`config.mk`:
```
export PLATFORM = sky130hd
export DESIGN_NAME = player_ctrl
export DESIGN_NICKNAME = d
export VERILOG_FILES = /design/src/rtl/player_ctrl.sv
export SDC_FILE = /design/constraint.sdc
export NUM_CORES = 1
export LEC_CHECK = 0
export CAP_MARGIN = 20
export CORE_MARGIN = 3
export CORE_UTILIZATION = 50
export CTS_CLUSTER_SIZE = 12
export DETAILED_ROUTE_END_ITERATION = 12
export PLACE_DENSITY = 0.76
export SLEW_MARGIN = 20
export SYNTH_ARGS = -nofsm -noshare
export SYNTH_HDL_FRONTEND = slang
export SYNTH_SLANG_ARGS = --single-unit
```
`constraint.sdc`:
```
create_clock -name clk -period 2.4 [get_ports clk]
set_input_delay 0.48 -clock clk [delete_from_list [all_inputs] [get_ports clk]]
set_output_delay 0.48 -clock clk [all_outputs]
set_load 0.05 [all_outputs]
```
`src/rtl/player_ctrl.sv`:
```
// player_ctrl: turns one player's held-key levels into tile-to-tile movement.
// Each step asks the map store whether the target tile is walkable over a
// req/ack handshake, then slides the sprite STEP pixels per frame until the
// tile is reached. Also issues bomb-drop pulses with a frame-based cooldown.
//
// Ports:
//   clk, reset_n                   clock, async active-low reset
//   frame_tick                     one-cycle pulse per video frame
//   key_up/down/left/right/drop    held-key levels (clk domain)
//   kill                           one-cycle pulse, player hit by blast
//   map_req, map_col, map_row      tile query request and address
//   map_ack, map_free              query response strobe and walkable flag
//   pos_x, pos_y                   sprite pixel position
//   tile_col, tile_row             current tile
//   facing                         last direction (0 up, 1 down, 2 left, 3 right)
//   moving, alive                  status
//   bomb_req, bomb_col, bomb_row   one-cycle drop pulse and drop tile
//
// state | meaning
// IDLE  | standing on a tile, waiting for a direction key
// QUERY | map_req held, waiting for map_ack on the target tile
// MOVE  | sliding toward the target tile on frame_tick
// DEAD  | killed; everything frozen until reset
module player_ctrl #(
  parameter int GRID_W        = 15,
  parameter int GRID_H        = 13,
  parameter int TILE          = 32,
  parameter int STEP          = 2,
  parameter int X_OFF         = 64,
  parameter int Y_OFF         = 32,
  parameter int COL_INIT      = 1,
  parameter int ROW_INIT      = 1,
  parameter int DROP_COOLDOWN = 30
) (
  input  logic       clk,
  input  logic       reset_n,
  input  logic       frame_tick,
  input  logic       key_up,
  input  logic       key_down,
  input  logic       key_left,
  input  logic       key_right,
  input  logic       key_drop,
  input  logic       kill,
  output logic       map_req,
  output logic [3:0] map_col,
  output logic [3:0] map_row,
  input  logic       map_ack,
  input  logic       map_free,
  output logic [9:0] pos_x,
  output logic [8:0] pos_y,
  output logic [3:0] tile_col,
  output logic [3:0] tile_row,
  output logic [1:0] facing,
  output logic       moving,
  output logic       alive,
  output logic       bomb_req,
  output logic [3:0] bomb_col,
  output logic [3:0] bomb_row
);

  localparam int TILE_SH = $clog2(TILE);
  localparam int OFF_W   = TILE_SH + 1;
  localparam int CD_W    = $clog2(DROP_COOLDOWN + 1);

  localparam logic [1:0] DIR_UP    = 2'd0;
  localparam logic [1:0] DIR_DOWN  = 2'd1;
  localparam logic [1:0] DIR_LEFT  = 2'd2;
  localparam logic [1:0] DIR_RIGHT = 2'd3;

  typedef enum logic [1:0] {S_IDLE, S_QUERY, S_MOVE, S_DEAD} state_t;

  state_t           state_q, state_d;
  logic [3:0]       col_q, col_d, row_q, row_d;
  logic [OFF_W-1:0] off_q, off_d, off_next;
  logic [1:0]       facing_q, facing_d;
  logic             map_req_q, map_req_d;
  logic [3:0]       map_col_q, map_col_d, map_row_q, map_row_d;
  logic             moving_q, moving_d;
  logic             alive_q, alive_d;
  logic             bomb_req_q, bomb_req_d;
  logic [3:0]       bomb_col_q, bomb_col_d, bomb_row_q, bomb_row_d;
  logic [CD_W-1:0]  cd_q, cd_d;
  logic             drop_prev_q, drop_prev_d;
  logic [9:0]       pos_x_q, pos_x_d, base_x, off_x;
  logic [8:0]       pos_y_q, pos_y_d, base_y, off_y;

  logic             dir_valid;
  logic [1:0]       dir;
  logic             tgt_ok;
  logic [3:0]       tgt_col, tgt_row;

  always_comb begin
    state_d     = state_q;
    col_d       = col_q;
    row_d       = row_q;
    off_d       = off_q;
    facing_d    = facing_q;
    map_req_d   = map_req_q;
    map_col_d   = map_col_q;
    map_row_d   = map_row_q;
    moving_d    = moving_q;
    alive_d     = alive_q;
    bomb_req_d  = 1'b0;
    bomb_col_d  = bomb_col_q;
    bomb_row_d  = bomb_row_q;
    cd_d        = cd_q;
    drop_prev_d = key_drop;
    off_next    = off_q + OFF_W'(STEP);

    // Sprite position trails tile/offset by one cycle; offset is signed along facing.
    base_x = 10'(X_OFF) + (10'(col_q) << TILE_SH);
    base_y = 9'(Y_OFF) + (9'(row_q) << TILE_SH);
    off_x  = 10'(off_q);
    off_y  = 9'(off_q);
    pos_x_d = base_x;
    pos_y_d = base_y;
    case (facing_q)
      DIR_RIGHT: pos_x_d = base_x + off_x;
      DIR_LEFT:  pos_x_d = base_x - off_x;
      DIR_DOWN:  pos_y_d = base_y + off_y;
      default:   pos_y_d = base_y - off_y;
    endcase

    // Fixed priority: up > down > left > right.
    dir_valid = key_up | key_down | key_left | key_right;
    dir       = DIR_RIGHT;
    tgt_col   = col_q;
    tgt_row   = row_q;
    tgt_ok    = 1'b0;
    if (key_up) begin
      dir     = DIR_UP;
      tgt_row = row_q - 4'd1;
      tgt_ok  = (row_q != 4'd0);
    end else if (key_down) begin
      dir     = DIR_DOWN;
      tgt_row = row_q + 4'd1;
      tgt_ok  = (row_q < 4'(GRID_H - 1));
    end else if (key_left) begin
      dir     = DIR_LEFT;
      tgt_col = col_q - 4'd1;
      tgt_ok  = (col_q != 4'd0);
    end else if (key_right) begin
      dir     = DIR_RIGHT;
      tgt_col = col_q + 4'd1;
      tgt_ok  = (col_q < 4'(GRID_W - 1));
    end

    if (frame_tick && cd_q != '0) cd_d = cd_q - 1'b1;

    case (state_q)
      S_IDLE: begin
        if (dir_valid) begin
          facing_d = dir;
          if (tgt_ok) begin
            state_d   = S_QUERY;
            map_req_d = 1'b1;
            map_col_d = tgt_col;
            map_row_d = tgt_row;
          end
        end
      end
      S_QUERY: begin
        if (map_ack) begin
          map_req_d = 1'b0;
          if (map_free) begin
            state_d  = S_MOVE;
            moving_d = 1'b1;
          end else begin
            state_d = S_IDLE;
          end
        end
      end
      S_MOVE: begin
        if (frame_tick) begin
          if (off_next == OFF_W'(TILE)) begin
            col_d    = map_col_q;
            row_d    = map_row_q;
            off_d    = '0;
            state_d  = S_IDLE;
            moving_d = 1'b0;
          end else begin
            off_d = off_next;
          end
        end
      end
      default: ;
    endcase

    // Drop works in any live state; map_col/map_row hold the target while moving.
    if (key_drop && !drop_prev_q && cd_q == '0 && state_q != S_DEAD && !kill) begin
      bomb_req_d = 1'b1;
      cd_d       = CD_W'(DROP_COOLDOWN);
      if (off_q < OFF_W'(TILE / 2)) begin
        bomb_col_d = col_q;
        bomb_row_d = row_q;
      end else begin
        bomb_col_d = map_col_q;
        bomb_row_d = map_row_q;
      end
    end

    // Kill overrides any movement or handshake outcome from the same cycle.
    if (kill) begin
      state_d   = S_DEAD;
      alive_d   = 1'b0;
      moving_d  = 1'b0;
      map_req_d = 1'b0;
      col_d     = col_q;
      row_d     = row_q;
      off_d     = off_q;
      facing_d  = facing_q;
      map_col_d = map_col_q;
      map_row_d = map_row_q;
    end
  end

  always_ff @(posedge clk or negedge reset_n) begin
    if (!reset_n) begin
      state_q     <= S_IDLE;
      col_q       <= 4'(COL_INIT);
      row_q       <= 4'(ROW_INIT);
      off_q       <= '0;
      facing_q    <= DIR_DOWN;
      map_req_q   <= 1'b0;
      map_col_q   <= 4'(COL_INIT);
      map_row_q   <= 4'(ROW_INIT);
      moving_q    <= 1'b0;
      alive_q     <= 1'b1;
      bomb_req_q  <= 1'b0;
      bomb_col_q  <= 4'd0;
      bomb_row_q  <= 4'd0;
      cd_q        <= '0;
      drop_prev_q <= 1'b0;
      pos_x_q     <= 10'(X_OFF + COL_INIT * TILE);
      pos_y_q     <= 9'(Y_OFF + ROW_INIT * TILE);
    end else begin
      state_q     <= state_d;
      col_q       <= col_d;
      row_q       <= row_d;
      off_q       <= off_d;
      facing_q    <= facing_d;
      map_req_q   <= map_req_d;
      map_col_q   <= map_col_d;
      map_row_q   <= map_row_d;
      moving_q    <= moving_d;
      alive_q     <= alive_d;
      bomb_req_q  <= bomb_req_d;
      bomb_col_q  <= bomb_col_d;
      bomb_row_q  <= bomb_row_d;
      cd_q        <= cd_d;
      drop_prev_q <= drop_prev_d;
      pos_x_q     <= pos_x_d;
      pos_y_q     <= pos_y_d;
    end
  end

  assign map_req  = map_req_q;
  assign map_col  = map_col_q;
  assign map_row  = map_row_q;
  assign pos_x    = pos_x_q;
  assign pos_y    = pos_y_q;
  assign tile_col = col_q;
  assign tile_row = row_q;
  assign facing   = facing_q;
  assign moving   = moving_q;
  assign alive    = alive_q;
  assign bomb_req = bomb_req_q;
  assign bomb_col = bomb_col_q;
  assign bomb_row = bomb_row_q;

endmodule

```
Yosys cells after proc, flatten, opt, wreduce, memory -nomap -nowiden --
Index checks and enable logic that the tools add are counted.
Word-level totals: register bits after elaboration 63, latch bits 0, memory bits (writable) 0, ROM bits 0, input port bits 11, output and inout port bits 49, word-level logic and storage cells 113, memories kept 0
Operators by class: $add $sub $neg 12, multipliers 0, div/mod/pow operators 0, magnitude comparators 3, eq/ne operators 13, shift-type cells 0, multiplexer cells 40, bitwise gates (word level) 4, reduce and logical (&&, ||, !) cells 24
Operators with widths (count):
- two-way mux 4 bit | 8
- case mux 10 bit (2 select lines) | 1
- two-way mux 2 bit | 9
- != test 3 bit, second input constant | 6
- case mux 9 bit (2 select lines) | 1
- two-way mux 1 bit | 15
- AND reduction 4 bit | 3
- nonzero test 4 bit | 3
- adder 10 x 6 -> 10 bit | 1
- adder 7 x 9 -> 10 bit, first input constant | 1
- two-way mux 5 bit | 2
- subtractor 10 x 6 -> 10 bit | 1
- adder 6 x 9 -> 9 bit, first input constant | 1
- adder 9 x 6 -> 9 bit | 1
- subtractor 9 x 6 -> 9 bit | 1
- adder 4 x 1 -> 4 bit, second input constant | 2
- less-than comparator 4 bit, second input constant | 2
- subtractor 4 x 1 -> 4 bit, second input constant | 2
- adder 6 x 2 -> 6 bit, second input constant | 1
- equality test 2 bit, second input constant | 3
- equality test 6 bit, second input constant | 1
- less-than comparator 6 x 5 -> 1 bit, second input constant | 1
- two-way mux 6 bit | 1
- case mux 2 bit (3 select lines) | 1
- 17 further kinds | 28

Depth between registers and ports, before layout --
word-level depth 9, mapped depth 8, depth with buffers taken out 7

Worst setup path after synthesis --
Ideal clock, no wire load.
path kind flip-flop to flip-flop, start point reg row_q[0], in the netlist tile_row[0], end point reg map_col_q[1], in the netlist map_col[1], setup time 0.125 ns, arrival 2.335 ns, required time 2.275 ns, setup slack -0.059 ns, cell stages (with the launch flop) 9, path buffers 1, period minus slack after synthesis 2.459 ns, cells stage by stage dfstp_2 -> clkbuf_1 -> inv_1 -> ha_1 -> nor4bb_1 -> a31oi_1 -> nand3_1 -> nor2_2 -> mux2_2
Between the ends: cells in the longest elaborated chain, start to end 4, elaborated cells between the ends (all ways) 5, those cells by class 1 x order compare; 2 x mux; 2 x reduce/logical
Ends and longest elaborated chain:
- from (decl) | RTL line 73 | logic [3:0] col_q, col_d, row_q, row_d;
- from (signal assigned) | RTL line 221 | row_q <= 4'(ROW_INIT);
- from (signal assigned) | RTL line 239 | row_q <= row_d;
- less-than comparator 4 bit | RTL line 137 | tgt_ok = (row_q < 4'(GRID_H - 1));
- two-way mux 1 bit | RTL line 134 | end else if (key_down) begin
- two-way mux 1 bit (*) | RTL line 130 | if (key_up) begin
- AND reduction 4 bit (no source line) (*)
- to (signal assigned) | RTL line 225 | map_col_q <= 4'(COL_INIT);
- to (signal assigned) | RTL line 243 | map_col_q <= map_col_d;
- to (decl) | RTL line 77 | logic [3:0] map_col_q, map_col_d, map_row_q, map_row_d;
Mark *: on every way between the ends. The rest lies on a longest branch, timed or not. A chain may end at the register's enable or synchronous reset.

Worst setup path in the final report --
start point reg off_q[1], end point reg col_q[3], in the netlist tile_col[3]
Between the ends: cells in the longest elaborated chain, start to end 3
Ends and longest elaborated chain:
- from (decl) | RTL line 74 | logic [OFF_W-1:0] off_q, off_d, off_next;
- from (signal assigned) | RTL line 222 | off_q <= '0;
- from (signal assigned) | RTL line 240 | off_q <= off_d;
- adder 6 x 2 -> 6 bit | RTL line 108 | off_next = off_q + OFF_W'(STEP);
- equality test 6 bit | RTL line 175 | if (off_next == OFF_W'(TILE)) begin
- AND reduction 4 bit (no source line)
- to (signal assigned) | RTL line 220 | col_q <= 4'(COL_INIT);
- to (signal assigned) | RTL line 238 | col_q <= col_d;
- to (decl) | RTL line 73
Every way passes these cells.

==> impl_metrics.ini <==
[power_and_ir_drop]
peakVddDrop_mv = 0.438
p_clk_share_pct = 24.9
p_per_area_nw_per_um2 = 764
power_mw = 3.35
power_switching_mw = 1.25
pwr-share-seq_pct = 39.7
cellLeakagePower_nw = 1.94
p_int_mw = 2.10
p_comb_share_pct = 35.4
swShare_pct = 37.3

[synthesis]
synth-edff-count = 0
ys_ff_latch = 62
syn_inst = 339
synth_cell_types = 50
synthMuxAreaShare_pct = 9.34
synth_top_family_by_area = simple AND/OR/NAND/NOR gates
ys_top_cells_by_area = dfrtp_1 39%, ha_1 9.1%, dfstp_2 6.9%
yosys.area.top_type = dfrtp_1
synth_async_sr_flop_share_pct = 100
yosysSeqAreaShare_pct = 45.4
synthSimpleGateAreaFrac_pct = 14.4
synth_top_area_share_pct = 38.5
synth-compound-area-share_pct = 11.1
synth_fa_ha_area_share_pct = 9.08
synth_xor_area_share_pct = 6.10
synth-main-ff-cell = dfrtp_1
netlist_area_sq_um = 3440
ys_warn_count = 0
syn_avg_cell_area_sq_um = 10.2

[floorplan]
start_util_pct = 53.0
die-area_sq_um = 7920
core_sq_um = 6490
die_w_um = 89.0
rows = 29
die_y_um = 89.0
ios = 60

[critical_path]
critPathSlowestCell = dfrtp_2
crit_path_start_kind = flop
cp_max_fo = 8
critPathKind = reg2reg
required_ns = 2.62
ff2ff_setup_slack_ns = 0.11
crit_arrival_ns = 2.52
slowest_delay_ns = 0.45
crit_path_end_kind = flop
cp_cell_sequence = ha_1 -> or2_4 -> a211oi_2 -> o21bai_1 -> or3_1 -> buf_4 -> mux2_4

[route]
drt_first_pass_iters = 4
vias_per_cell = 5.62
routedWlPerCell_um = 16.2
post-route-drc-count = 0
drt.antenna.violating_nets = 0
drtIter0Drc = 200
totalWireLength_um = 7980
via_count = 2777

[finish]
fin_cells = 494
antenna_cells = 0
drive_gt1_share_pct = 16.1
multi_input_area_sq_um = 1730
layout_common_cells = 56 x clkdlybuf4s50_1, 52 x dfrtp_1, 29 x nand2_1
layout.cells.most_common = clkdlybuf4s50_1
nFillCells = 512
syn_to_final_growth_pct = 27.3
finalNetCount = 448
ff_latch_area_sq_um = 1560

[cts]
numCtsBuffers = 9
clock_latency_ns = 0.35
htreeDepth = 3
cts_tree = yes
clock_path_buffers = 2
root_buffer = clkbuf_8
cts.clk_slew.worst_paths_ns = 0.07
clock_sinks = 62

[placement]
dp.cells = 478
gp_congestion = 0.839
port_buffers = 59
place_ws_ns = -0.132
post-dp-hpwl_um = 5800

[sta]
layout_worst_path_cycle_share_pct = 95.5
tightest_slew_ns = 0.525
fin_skew_ns = 0.0117
setup_viol = 0
timing.final.ws_setup_ns = 0.108
period_minus_slack_ns = 2.29
slew_violations = 0
final_hold_viol_count = 0
fin_tns_setup_ns = 0
clock.fmax_ghz = 0.436
max-slew-margin-rel_pct = 64.7
rsz0062_at_grt = false

[status]
outcome = finished clean

[global_routing]
gr-total-overflow = 0
antenna_found_initial = 0
track_usage_pct = 22.3
grt_max_degree = 46
grt_first_pass_wirelength_um = 13500
first_global_vias = 2857

[flow_run]
cap_violations = 0

[hold_path]
hp-class = in2async
routing by layer:
layer  GRT usage, %  up-vias  part of all wire [%]
li1               -     1318                     -
met1           29.4     1364                    44
met2           34.8       73                    48
met3           5.44       22                   4.5
met4           10.6        0                   3.0
met5              0        -                     0
power groups by stage:
stage	Combinational [mW]	Sequential [mW]	Clock, mW
6_report	1.18	1.33	0.834
4_1_cts	1.19	1.33	0.851
3_5_place_dp	1.18	1.35	0
3_3_place_gp	1.14	1.34	0
5_1_grt	1.29	1.35	0.906
2_1_floorplan	0.580	1.59	0
worst paths after layout:
check | start | endpoint | depth (start not counted)
worst max-delay path | off_q[1] | tile_col[3] | 7
worst min-delay path | reset_n | pos_y[4] | 1
worst max register to register | off_q[1] | tile_col[3] | 7
worst min register to register | bomb_col[0] | bomb_col[0] | 2
max in group asynchronous | reset_n | map_row[0] | 2
min in group clk | bomb_col[0] | bomb_col[0] | 2
cell usage after synthesis (all sizes together) (5+ instances only):
cell type  number
dfrtp          53
nand2          29
nor2           28
ha             25
o21ai          25
xnor2          22
inv            21
mux2           17
clkbuf         13
nand3          12
a21oi          11
mux2i          10
dfstp           9
nor2b           6
nor3            5
metrics by stage:
stage          hold slack [ns]  instance area [sq um]  util (%)
6_report                0.0734                   4380      67.5
5_1_grt                 0.0967                   4380      67.5
4_1_cts                 0.0788                   4380      67.4
3_5_place_dp             0.447                   4200      64.7
3_3_place_gp             0.445                   4200      64.7
2_1_floorplan            0.184                   3450         -
cell families (layout without fill, tap and decap cells):
group                      Yosys count  in the layout
AOI/OAI and AO/OA                   61             61
buffers and inverters               37            114
xor gates and xnor gates            24             24
muxes                               27             27
adders and majority gates           25             25
other                                1              2
and+or+nand+nor                    102            102
DFF                                 62             62
flip-flops by register name, summed over array words and instances, names as in the netlist:
signal / count
pos_x: 10
pos_y: 9
cd_q: 5
off_q: 5
bomb_col: 4
bomb_row: 4
map_col: 4
map_row: 4
tile_col: 4
tile_row: 4
facing: 2
state_q: 2
alive: 1
bomb_req: 1
drop_prev_q: 1
map_req: 1
moving: 1
critical path: cells and delay by family, from the launching register on:
family / cells / cell delay (ns)
buf+inv: 1 / 0.21
compound gates: 2 / 0.37
simple gates: 2 / 0.59
flops: 1 / 0.45
mux: 1 / 0.31
fa+ha+maj: 1 / 0.26
cell type report:
cell class	count	area share, %
Tap cell	77	2.20
Clock inverter	4	0.514
Inverter	21	1.80
Sequential cell	62	35.7
Timing Repair Buffer	77	16.7
Clock buffer	12	3.54
Multi-Input combinational cell	241	39.6
what timing repair did:
| item | in CTS | in global routing |
|---|---|---|
| hold buffers | 0 | 0 |
| buffers inserted | 0 | 0 |
| endpoints found under the setup margin | 0 | 7 |
| resized for setup | 0 | 2 |
Power figures use the tool's default switching activity.
